### src/rtl/video_sync_gen.sv
// Raster timing generator for 1280x1024@60Hz.
// Produces registered sync, active, coordinates and line/frame strobes, all for the same pixel.
module video_sync_gen #(
  parameter int H_VISIBLE = 1280,
  parameter int H_FP      = 48,
  parameter int H_SYNC    = 112,
  parameter int H_BP      = 248,
  parameter int V_VISIBLE = 1024,
  parameter int V_FP      = 1,
  parameter int V_SYNC    = 3,
  parameter int V_BP      = 38,
  parameter bit H_POL     = 1'b1,
  parameter bit V_POL     = 1'b1,
  parameter int CW        = 11
) (
  input  logic          clk,
  input  logic          reset,
  input  logic          pll_locked,
  output logic          hsync,
  output logic          vsync,
  output logic          active,
  output logic [CW-1:0] hcount,
  output logic [CW-1:0] vcount,
  output logic          line_start,
  output logic          frame_start
);

  localparam int H_TOTAL = H_VISIBLE + H_FP + H_SYNC + H_BP;
  localparam int V_TOTAL = V_VISIBLE + V_FP + V_SYNC + V_BP;
  localparam logic [CW-1:0] H_LAST = CW'(H_TOTAL - 1);
  localparam logic [CW-1:0] V_LAST = CW'(V_TOTAL - 1);

  logic          running_reg, running_next;
  logic [CW-1:0] hcount_reg, hcount_next;
  logic [CW-1:0] vcount_reg, vcount_next;
  logic          hsync_reg, vsync_reg, active_reg;
  logic          line_start_reg, frame_start_reg;
  logic          hsync_win, vsync_win;

  // Next raster position; reset and lock loss both collapse to idle at (0,0).
  always_comb begin
    running_next = running_reg;
    hcount_next  = hcount_reg;
    vcount_next  = vcount_reg;
    if (reset || !pll_locked) begin
      running_next = 1'b0;
      hcount_next  = '0;
      vcount_next  = '0;
    end else if (!running_reg) begin
      running_next = 1'b1;
      hcount_next  = '0;
      vcount_next  = '0;
    end else if (hcount_reg == H_LAST) begin
      hcount_next = '0;
      vcount_next = (vcount_reg == V_LAST) ? '0 : vcount_reg + 1'b1;
    end else begin
      hcount_next = hcount_reg + 1'b1;
    end
  end

  // Decode from the next position so every registered output matches the registered counts.
  always_comb begin
    hsync_win = (int'(hcount_next) >= H_VISIBLE + H_FP) &&
                (int'(hcount_next) <  H_VISIBLE + H_FP + H_SYNC);
    vsync_win = (int'(vcount_next) >= V_VISIBLE + V_FP) &&
                (int'(vcount_next) <  V_VISIBLE + V_FP + V_SYNC);
  end

  always_ff @(posedge clk) begin
    if (reset) begin
      running_reg     <= 1'b0;
      hcount_reg      <= '0;
      vcount_reg      <= '0;
      hsync_reg       <= ~H_POL;
      vsync_reg       <= ~V_POL;
      active_reg      <= 1'b0;
      line_start_reg  <= 1'b0;
      frame_start_reg <= 1'b0;
    end else begin
      running_reg     <= running_next;
      hcount_reg      <= hcount_next;
      vcount_reg      <= vcount_next;
      hsync_reg       <= (running_next && hsync_win) ? H_POL : ~H_POL;
      vsync_reg       <= (running_next && vsync_win) ? V_POL : ~V_POL;
      active_reg      <= running_next && (int'(hcount_next) < H_VISIBLE) &&
                         (int'(vcount_next) < V_VISIBLE);
      line_start_reg  <= running_next && (hcount_next == '0);
      frame_start_reg <= running_next && (hcount_next == '0) && (vcount_next == '0);
    end
  end

  assign hsync       = hsync_reg;
  assign vsync       = vsync_reg;
  assign active      = active_reg;
  assign hcount      = hcount_reg;
  assign vcount      = vcount_reg;
  assign line_start  = line_start_reg;
  assign frame_start = frame_start_reg;

endmodule

### config.mk
export PLATFORM = sky130hd
export DESIGN_NAME = video_sync_gen
export DESIGN_NICKNAME = d
export VERILOG_FILES = /design/src/rtl/video_sync_gen.sv
export SDC_FILE = /design/constraint.sdc
export NUM_CORES = 1
export LEC_CHECK = 0
export ABC_AREA = 1
export CAP_MARGIN = 5
export CORE_ASPECT_RATIO = 2
export CORE_MARGIN = 2
export CORE_UTILIZATION = 45
export CTS_BUF_LIST = sky130_fd_sc_hd__clkbuf_4
export CTS_CLUSTER_DIAMETER = 150
export DETAILED_ROUTE_END_ITERATION = 16
export GPL_TIMING_DRIVEN = 1
export HOLD_SLACK_MARGIN = 0.03
export PLACE_DENSITY = 0.7
export SLEW_MARGIN = 20
export SYNTH_ARGS = -nofsm -noshare
export SYNTH_HDL_FRONTEND = slang
export SYNTH_SLANG_ARGS = --single-unit
### constraint.sdc
create_clock -name clk -period 2.13 [get_ports clk]
set_input_delay 0.426 -clock clk [delete_from_list [all_inputs] [get_ports clk]]
set_output_delay 0.426 -clock clk [all_outputs]
set_load 0.01 [all_outputs]
==> results.ini <==
[status]
status=finished, final reports clean

[timing]
finalClockSkew_ns=0.0157
rsz0062_at_grt=no
fin_setup_tns_ns=0
period_needed_ns=1.85
finalMaxSlewViolations=0
fmax_mhz=542
finalCritPeriodShare_pct=86.7
hold_ws_ns=0.512
setup_viol=0
hold_violations=0
relSlewSlack_pct=71.4
worstMarginPinSlew_ns=0.427
setup_ws_ns=0.284

[worst_setup_path]
path_buf_inv=1
cp.depth=1
cpLargestDelayFamily=buffers and inverters
critPathMaxFanout=6
crit_required_ns=1.70
critical-path-max-stage-delay_ns=0.59
r2r_cells=11
path_cells=clkdlybuf4s50_1
timing.critical_path.arrival_ns=1.42
crit_type=reg -> out
slowest_stage=clkdlybuf4s50_1
critPathLaunchType=flop
cp-end-kind=primary output

[grt]
grt_pass1_vias=1615
grt_use_total_pct=23.1
grt_pass1_wl_mm=6.92
grt_max_degree=17
grt_overflow=0
antenna_found_initial=0

[drt]
firstDrtPassIters=4
antenna_left=0
avgRoutedWirePerCell_um=12.0
drt_wl_total_mm=4.14
vias_per_cell=4.83
drc=0
first_iter_violations=38
vias=1665

[worst_hold_path]
whs_path_depth=1
hp-class=reg -> reg

[die]
design.core.area_um2=3570
die_x_um=46.6
fp-row-count=31
fp.dieH_um=89.3
ioPinCount=30
dieArea_um2=4160
start_util_pct=45.8

[synth]
synth_common_cells=nand2_1 (76), inv_1 (48), nor2_1 (39)
yosys-top-cells-area=dfxtp_1 (34%), nand2_1 (17%), inv_1 (11%)
ys_seq_elements=28
ys_warn_count=0
ys.flop_type=dfxtp_1
synth_most_common_cell=nand2_1
synthArstFlopShare_pct=0
synth_area_per_cell_um2=6.24
synthCells=262
synth_edf_count=0
syn_nets=268
synth.distinct_cells=26
yosys.area.top_type=dfxtp_1
syn_area_um2=1640
synth_top_area_share_pct=34.3
ys_seq_area_share_pct=34.3

[clock_network]
clock_sinks=28
clkSlewWorstSetupHoldPaths_ns=0.16
cts_hold_buffers=0
worstSkewPairLatency_ns=0.34
cts_buffer_depth=2
htree_levels=1
cts_tree=built
cts_made_buffers=3
postCtsSetupBuffers=0
cts-root-buf=clkbuf_4
cts_resized=0

[placement]
gp_congestion=0.910
post-dp-hpwl_mm=3.43
portBuffers=29
pre_cts_ws_ns=-0.0450

[final_layout]
fill_cells=394
synthToLayoutAreaGrowth_pct=25.2
drive_gt1_share_pct=7.77
finish.net_count=303
antenna_cells=0

[flow_run]
cap_violations=0

[power_and_ir_drop]
power_density_nw_per_um2=446
p_leak_nw=1.02
max-vdd-ir-drop_mv=0.611

## per-stage QoR
step	area, µm²	power (mW)	util [%]	cells
floorplan	1640	0.557	-	262
global placement	1990	0.572	55.9	341
detailed placement	1990	0.572	55.9	341
CTS	2050	0.920	57.4	345
global route	2050	0.946	57.4	345
finish	2050	0.912	57.4	345
## logic make-up (layout without fill, tap and decap cells)
group,after synthesis,in the layout,share of synthesized area (%)
XOR/XNOR,4,4,2.14
flip-flops,28,28,34.3
buffers and inverters,51,85,11.7
adder cells (fa/ha/maj),3,3,2.30
AO/OA/AOI/OAI,10,10,3.37
AND/OR/NAND/NOR,166,166,46.2
## final cells by class
cell class | count | area (µm²) | area share, %
inverter | 51 | 191 | 9.35
timing repair buffer | 30 | 298 | 14.5
clock inverter | 1 | 30.0 | 1.47
sequential | 28 | 561 | 27.4
clock buffer | 3 | 22.5 | 1.10
tap | 49 | 61.3 | 3.00
multi-input combinational | 183 | 883 | 43.2
## cell usage in the layout, fill, tap and decap left out, types with 2 or more instances in the layout
cell	n
nand2_1	76
inv_1	48
nor2_1	39
clkdlybuf4s50_1	29
dfxtp_1	28
nand3_1	26
nor2_2	5
nand4_1	5
nand2_2	4
o21ai_0	4
nor3_1	3
xor2_1	3
ha_1	3
clkbuf_4	3
inv_2	2
nand2_4	2
a21oi_1	2
o21ai_1	2
## final timing paths
| check | from | end | slack (ns) |
|---|---|---|---|
| setup / recovery | hcount[4]$_SDFF_PP0_ | hcount[4] | 0.28 |
| hold / removal | hcount[0]$_SDFF_PP0_ | hcount[0]$_SDFF_PP0_ | 0.51 |
| setup reg to reg | hcount[0]$_SDFF_PP0_ | frame_start$_SDFF_PP0_ | 0.29 |
| hold reg to reg | hcount[0]$_SDFF_PP0_ | hcount[0]$_SDFF_PP0_ | 0.51 |
## layer usage
layer  global-route usage [%]  up-vias  share of wire, %
li1                         -      864                 -
met1                     21.4      752                35
met2                     44.1       32                57
met3                     2.22       17               2.2
met4                     14.6        0               5.9
met5                        0        -                 0
## power by group
part | switching (mW) | internal [mW]
Sequential | 0.00163 | 0.529
Combinational | 0.0161 | 0.0139
Clock | 0.161 | 0.191
Note: power is estimated with default switching activity, not from simulation.
